==> config.mk <==
export PLATFORM = sky130hd
export DESIGN_NAME = di_reg_terminal
export DESIGN_NICKNAME = d
export VERILOG_FILES = /design/src/rtl/di_reg_terminal.sv
export SDC_FILE = /design/constraint.sdc
export NUM_CORES = 1
export LEC_CHECK = 0
export BUFFER_PORTS_ARGS = -buffer_cell sky130_fd_sc_hd__clkbuf_2
export CAP_MARGIN = 0
export CELL_PAD_IN_SITES_DETAIL_PLACEMENT = 0
export CELL_PAD_IN_SITES_GLOBAL_PLACEMENT = 1
export CORE_MARGIN = 10
export CORE_UTILIZATION = 30
export CTS_CLUSTER_SIZE = 40
export DETAILED_ROUTE_END_ITERATION = 8
export PLACE_DENSITY = 0.61
export SYNTH_ARGS = -nofsm -noshare
export SYNTH_HDL_FRONTEND = slang
export SYNTH_SLANG_ARGS = --single-unit
==> constraint.sdc <==
create_clock -name if_clock -period 2.1 [get_ports if_clock]
set_clock_uncertainty 0.15 [all_clocks]
set_input_delay 0.315 -clock if_clock [delete_from_list [all_inputs] [get_ports if_clock]]
set_output_delay 0.315 -clock if_clock [all_outputs]
set_load 0.02 [all_outputs]
==> src/rtl/di_reg_terminal.sv <==
// di_reg_terminal: endpoint-selected register file with wait-state handshake.
// Optional burst pointer auto-increment: define DI_REG_TERMINAL_AUTOINC_EN.
module di_reg_terminal #(
  parameter logic [15:0] EP_ADDR     = 16'h0001,
  parameter int          NUM_REGS    = 16,
  parameter int          WAIT_CYCLES = 2,
  localparam int         IW          = $clog2(NUM_REGS)
) (
  input  logic                  if_clock,
  input  logic                  resetb,
  input  logic [15:0]           diEpAddr,
  input  logic [15:0]           diRegAddr,
  input  logic [15:0]           diRegDataIn,
  input  logic                  diWrite,
  input  logic                  diRead,
  input  logic                  diReset,
  output logic [15:0]           diRegDataOut,
  output logic                  rdwr_ready,
  output logic [16*NUM_REGS-1:0] regs_out,
  output logic                  wr_pulse,
  output logic [IW-1:0]         wr_index
);

  typedef enum logic [1:0] {
    S_IDLE,
    S_WAIT,
    S_ACK
  } state_t;

  state_t        state_q, state_d;
  logic [3:0]    cnt_q, cnt_d;
  logic [IW-1:0] ptr_q, ptr_d;
  logic [15:0]   addr_q, addr_d;
  logic [15:0]   regs_q [NUM_REGS];
  logic [15:0]   regs_d [NUM_REGS];
  logic [15:0]   dout_q, dout_d;
  logic          wrp_q, wrp_d;
  logic [IW-1:0] wri_q, wri_d;

  logic sel;
  logic req;
  logic in_range;

  assign sel      = (diEpAddr == EP_ADDR);
  assign req      = sel & (diWrite | diRead);
  assign in_range = (diRegAddr < 16'(NUM_REGS));

  // Next-state, access commit and pointer tracking
  always_comb begin
    state_d = state_q;
    cnt_d   = cnt_q;
    ptr_d   = ptr_q;
    addr_d  = diRegAddr;
    regs_d  = regs_q;
    dout_d  = dout_q;
    wrp_d   = 1'b0;
    wri_d   = wri_q;

    unique case (state_q)
      S_IDLE: begin
        if (req) begin
          state_d = S_WAIT;
          cnt_d   = 4'(WAIT_CYCLES);
        end
      end
      S_WAIT: begin
        if (!req) begin
          state_d = S_IDLE;
        end else if (cnt_q != 4'd0) begin
          cnt_d = cnt_q - 4'd1;
        end else begin
          state_d = S_ACK;
          if (diWrite) begin
            if (in_range) begin
              regs_d[ptr_q] = diRegDataIn;
              wrp_d         = 1'b1;
              wri_d         = ptr_q;
            end
          end else begin
            dout_d = in_range ? regs_q[ptr_q] : 16'hDEAD;
          end
        end
      end
      S_ACK: begin
        if (req) begin
          state_d = S_WAIT;
          cnt_d   = 4'(WAIT_CYCLES);
        end else begin
          state_d = S_IDLE;
        end
      end
      default: state_d = S_IDLE;
    endcase

    // A new address always wins over the burst step
    if (diRegAddr != addr_q) begin
      ptr_d = diRegAddr[IW-1:0];
    end
`ifdef DI_REG_TERMINAL_AUTOINC_EN
    else if (state_q == S_ACK) begin
      ptr_d = ptr_q + IW'(1);
    end
`else
`endif

    // Soft clear: drop any access, keep read data and last write index
    if (diReset) begin
      for (int i = 0; i < NUM_REGS; i++) regs_d[i] = '0;
      ptr_d   = '0;
      cnt_d   = '0;
      state_d = S_IDLE;
      wrp_d   = 1'b0;
      dout_d  = dout_q;
      wri_d   = wri_q;
    end
  end

  // State registers with synchronous active-low reset
  always_ff @(posedge if_clock) begin
    if (!resetb) begin
      state_q <= S_IDLE;
      cnt_q   <= '0;
      ptr_q   <= '0;
      addr_q  <= '0;
      for (int i = 0; i < NUM_REGS; i++) regs_q[i] <= '0;
      dout_q  <= '0;
      wrp_q   <= 1'b0;
      wri_q   <= '0;
    end else begin
      state_q <= state_d;
      cnt_q   <= cnt_d;
      ptr_q   <= ptr_d;
      addr_q  <= addr_d;
      regs_q  <= regs_d;
      dout_q  <= dout_d;
      wrp_q   <= wrp_d;
      wri_q   <= wri_d;
    end
  end

  // Flatten register file onto the output bus
  always_comb begin
    regs_out = '0;
    for (int i = 0; i < NUM_REGS; i++) regs_out[16*i +: 16] = regs_q[i];
  end

  assign rdwr_ready   = (state_q != S_WAIT);
  assign diRegDataOut = dout_q;
  assign wr_pulse     = wrp_q;
  assign wr_index     = wri_q;

endmodule

==> qor.csv, run 1 <==
metric,value,unit
status,"complete, but fails checks",
violations,negative setup slack,
tritoncts,done,
drt_pass1_iterations,5,
clk_pin_slew,60,ps
grt_pass1_wl,74.0,mm
finalHoldViolations,0,
dieArea,52400,um^2
syn-num-nets,1253,
area_delta_synth_final,37.6,%
synth_flop_cell,dfxtp_1,
place_congestion,0.810,
synth.distinct_cells,43,
setup_tns,-25.2,ps
powerDensity,733,nW/um^2
clock.fmax,472,MHz
worstPathArrival,2400,ps
crit_fanout,8,
wl_met3,4.22,mm
layout_commonest_cell,clkbuf_2,
synth-seq-cells,303,
grt_max_degree,74,
fp.dieH,229,um
worst_slew_pin_slew,481,ps
core,43100,um^2
async_reset_ff_share,0,%
htreeDepth,2,
detail-route-antenna-nets,0,
synth_edf_count,0,
rsz0062_at_grt,yes,
synth_area_per_cell,10.9,um^2
io_pins,331,
period_share,101,%
antenna_found_initial,0,
cts.sinks,303,
slew_headroom,67.9,%
drt_iter0_drc,684,
routed-via-count,10700,
yosysWarnings,0,
hpwlAfterDp,37.4,mm
die_width,229,um
timing_worst_setup_path_type,register to register,
drc,0,
wl_per_cell,22.9,um
wl_met1,20.0,mm
syn-cell-area,13100,um^2
cp.required,2380,ps
layout_common_cells,"clkbuf_2, dfxtp_1, nor2_1, mux2i_1, mux4_2",
clk_latency,550,ps
min_path_type,primary input to register,
slew_viol_final,0,
cts_made_buffers,37,
drive_above_1_share,38.2,%
irDropWorstVdd,0.000439,V
wirelength,50.3,mm
final_nets,1640,
grt_use_total,18.6,%
setup_viol,2,
wl_met2,25.0,mm
clock_path_buffers,3,
fin_hold_ws,26.3,ps
design_area,18000,um^2
cts-root-buf,clkbuf_16,
topRoutingLayerUsed,met4,
maxCapViolations,0,
p_leak,9.10,nW
row_count,76,
vias_per_cell,4.85,
grt_pass1_vias,11000,
portBuffers,330,
start_kind,register,
dpl_cell_area,16300,um^2
fin_ws,-19.7,ps
critPathCaptureType,register,
yosysSeqAreaShare,46.3,%
start_util,30.4,%
synth_cells,1199,
min_period,2120,ps
antenna_cells,0,
gr-total-overflow,0,
cell families (layout without fill, tap and decap cells):
family                     after synthesis  in the layout  synth area share [%]
AOI/OAI and AO/OA                       59             59                  3.72
xor gates and xnor gates                16             16                  1.07
adders and majority gates                1              1                0.0955
buffers and inverters                  108            523                  4.17
DFF                                    303            303                  46.3
muxes                                  328            328                  31.2
and+or+nand+nor                        384            384                  13.4
where the power goes:
group	internal (W)	leakage [nW]	total [W]	switching [W]
clock	0.00420	0.645	0.00683	0.00263
combinational	0.000240	6.01	0.000603	0.000363
sequential	0.00577	2.45	0.00578	0.0000147
total	0.0102	9.10	0.0132	0.00300
layout make-up:
type | instances | area (um^2)
clock inverters | 14 | 199
flip-flops and latches | 303 | 6070
repair buffers | 450 | 3150
inverters | 6 | 22.5
fillers | 4239 | 25100
well taps | 585 | 732
clock buffers | 53 | 1110
multi-input cells | 788 | 6720
state kept, by name, indices dropped and copies added, names as in the netlist:
name	flops
addr_q	16
state_q	2
wr_pulse	1
cnt_q	4
diRegDataOut	16
wr_index	4
ptr_q	4
regs_out	256
worst max-delay path: stages (launching register included):
cell	delay (ps)
dfxtp_1	310
inv_2	60
ha_4	140
and4bb_2	230
o2111a_2	230
buf_6	150
and4_4	290
clkbuf_16	190
mux2i_1	180
nor2_1	60
layer usage:
| metal | vias up | track usage [%] |
|---|---|---|
| li1 | 5024 | - |
| met1 | 5256 | 21.5 |
| met2 | 330 | 31.8 |
| met3 | 58 | 6.75 |
| met4 | 0 | 4.95 |
| met5 | - | 0 |
per-stage QoR:
| stage | cells | total power, W | util [%] | setup slack (ps) |
|---|---|---|---|---|
| after CTS | 2191 | 0.0134 | 41.3 | 2.14 |
| after global routing | 2199 | 0.0137 | 41.8 | -97.9 |
| final | 2199 | 0.0132 | 41.8 | -19.7 |
| after detailed placement | 2104 | 0.00647 | 37.8 | -197 |
| after global placement | 2104 | 0.00647 | 37.8 | -161 |
| after floorplan | 1199 | 0.00617 | - | -5.60 |
cells in the mapped netlist (12+ instances only):
cell type	n	share of area (%)
nand4_2	15	1.4
mux2i_1	264	20
and2_1	19	0.91
mux4_2	64	11
nand2_1	31	0.89
clkbuf_1	63	1.8
buf_6	13	1.1
a22oi_1	32	1.8
nor4_1	12	0.57
xor2_1	16	1.1
buf_2	18	0.69
dfxtp_1	303	46
nor2_1	271	7.8
final timing paths:
path	startpoint	to	cells after the start	slack, ps
worst min-delay path	diReset	wr_index[3]$_SDFFE_PN0P_	3	30
worst max-delay path	cnt_q[1]$_SDFFE_PP0P_	regs_out[47]$_SDFFE_PP0P_	9	-20
worst min register to register	wr_index[3]$_SDFFE_PN0P_	wr_index[3]$_SDFFE_PN0P_	2	310
worst max register to register	cnt_q[1]$_SDFFE_PP0P_	regs_out[47]$_SDFFE_PP0P_	9	-20
repair_timing:
action / CTS / global route
endpoints found under the hold margin: 21 / 0
pin swaps: 1 / 8
setup buffers: 1 / 6
gates cloned: 0 / 2
setup endpoints to repair: 148 / 212
hold buffers: 19 / 0
resized for setup: 5 / 25
Power figures use the tool's default switching activity.
==> run 2, diff against run 1 <==
ABC_AREA = 1   (was default)
PLACE_DENSITY = 0.67   (was 0.61)
==> run 2 against run 1 <==
The flow finishes with violations (negative hold slack). Die area up 13%. Clock power down 4.1%. Global-route usage up 3.1 points. Via count up 48%. Cell count up 61%. Fmax up 4.1%. Non-clock buffer count down 10. Synthesized area up 14%. Critical path type is now primary input to register.
==> qor.csv, run 2 <==
metric,value,unit
routed-via-count,15800,
yosysSeqAreaShare,40.6,%
drt_iter0_drc,1003,
rr_startpoint,ptr_q[1]$_SDFFE_PP0P_,
cts_made_buffers,38,
critPathCaptureType,register,
finalHoldViolations,1,
yosysTopAreaCell,dfxtp_1,
drt_pass1_iterations,5,
cp.required,2410,ps
irDropWorstVdd,0.000475,V
synth_cells,2509,
wl_per_cell,19.0,um
slew_headroom,51.5,%
maxCapViolations,0,
status,"complete, but fails checks",
holdPathStages,3,
setup_tns,0,ps
min_from,diRegAddr[15],
dpl_cell_area,17900,um^2
start_util,30.5,%
cts-root-buf,clkbuf_16,
vias_per_cell,4.47,
synth_flop_cell,dfxtp_1,
wirelength,67.1,mm
rsz0062_at_grt,yes,
powerDensity,666,nW/um^2
syn-cell-area,14900,um^2
start_kind,primary input,
yosysWarnings,0,
setup_viol,0,
portBuffers,330,
detail-route-antenna-nets,0,
hpwlAfterDp,49.0,mm
row_count,81,
antenna_cells,0,
core,49100,um^2
violations,negative hold slack,
fin_hold_ws,-5.82,ps
die_width,243,um
final_nets,2894,
cts.sinks,303,
min_period,2040,ps
layout_common_cells,"nor2_1, nand2_1, clkbuf_2, inv_1, dfxtp_1",
synth.distinct_cells,27,
synth_edf_count,0,
grt_use_total,21.7,%
crit_fanout,16,
dieArea,59100,um^2
timing_worst_setup_path_type,primary input to register,
area_delta_synth_final,31.3,%
grt_max_degree,63,
synth_area_per_cell,5.96,um^2
layout_commonest_cell,nor2_1,
clk_latency,570,ps
crit_start,diRegAddr[7],
worst_slew_pin_slew,728,ps
htreeDepth,2,
drive_above_1_share,18.4,%
synth_top_area_share,40.6,%
fp.dieH,243,um
drc,0,
fillers,5298,
p_leak,10.7,nW
period_share,96.9,%
largest_register_ffs,256,
worstPathArrival,2340,ps
clock_path_buffers,3,
antenna_found_initial,1,
syn-num-nets,2563,
reg2reg_depth,11,
place_congestion,0.876,
design_area,19600,um^2
grt_pass1_wl,97.5,mm
async_reset_ff_share,0,%
gr-total-overflow,0,
synth_area_leaders,"dfxtp_1, nor2_1, nand2_1",
io_pins,331,
yosys-top-cells-count,"nor2_1, nand2_1, inv_1",
slew_viol_final,0,
synth.most_common_cell,nor2_1,
clk_pin_slew,60,ps
tritoncts,done,
min_path_type,primary input to register,
grt_pass1_vias,15000,
clock.fmax,491,MHz
synth-seq-cells,303,
## run 2: cell count changes after synthesis, moves of 15 or more
cell,change
mux4_2,-64
inv_1,+311
buf_1,+37
nand3_1,+22
and2_1,-19
nor2_1,+529
buf_2,+16
mux2i_1,-264
a22oi_1,-25
nand4_2,-15
a21oi_1,+64
nand2_1,+736
## run 2: cell type report
type                    instances  area, um^2  share of cell area, %
multi-input cells            1738        7160                   36.5
flip-flops and latches        303        6070                   30.9
repair buffers                440        3140                   16.0
inverters                     319        1200                   6.12
clock buffers                  64        1140                   5.81
well taps                     664         831                   4.24
clock inverters                 4        73.8                  0.376
## run 2: repair_timing
item / in CTS / in global routing
pin swaps: 0 / 11
hold endpoints to repair: 24 / 0
hold buffers: 17 / 0
buffers inserted: 0 / 4
cloned: 0 / 5
setup endpoints to repair: 5 / 275
resized for setup: 6 / 44
## run 2: power breakdown
| part | internal, W | switching [W] | total [W] |
|---|---|---|---|
| clock network | 0.00392 | 0.00262 | 0.00655 |
| registers | 0.00577 | 0.0000131 | 0.00578 |
| logic | 0.000218 | 0.000524 | 0.000741 |
## run 2: per-layer routing
layer,routed length (um),track usage (%)
met4,1140,4.59
met3,3680,4.35
met5,13,0
met2,31900,36.5
met1,30400,28.0
## run 2: final timing paths
kind                                                      end  slack (ps)
worst max-delay path               regs_out[187]$_SDFFE_PP0P_          60
worst min-delay path                    addr_q[15]$_SDFF_PN0_          -6
worst min register to register          cnt_q[3]$_SDFFE_PP0P_         340
worst max register to register  diRegDataOut[15]$_SDFFE_PN0P_          70
## run 2: logic make-up (layout without fill, tap and decap cells)
group,Yosys count,after routing,synth area share [%]
and+or+nand+nor,1622,1622,42.1
buffers and inverters,468,827,12.6
DFF,303,303,40.6
AOI/OAI and AO/OA,99,99,3.61
xor gates and xnor gates,16,16,0.938
adders and majority gates,1,1,0.0837
## run 2: worst max-delay path, cell delays in order
cell and delay (ps):
dlygate4sd3_1 560, or2_1 240, nor2_2 150, nand3_2 120
nor2_4 140, buf_12 140, buf_12 160, nand3_4 140
clkbuf_16 210, nor2_1 90, nor2_1 60
## run 2: through the flow
stage | instances | util (%) | setup WS [ps] | total power (W)
4_1_cts | 3533 | 39.4 | -13.0 | 0.0132
5_1_grt | 3532 | 40.0 | -42.9 | 0.0135
3_3_place_gp | 3448 | 36.6 | -55.8 | 0.00662
3_5_place_dp | 3448 | 36.6 | -41.1 | 0.00663
2_1_floorplan | 2509 | - | 148 | 0.00623
6_report | 3532 | 40.0 | 64.7 | 0.0131
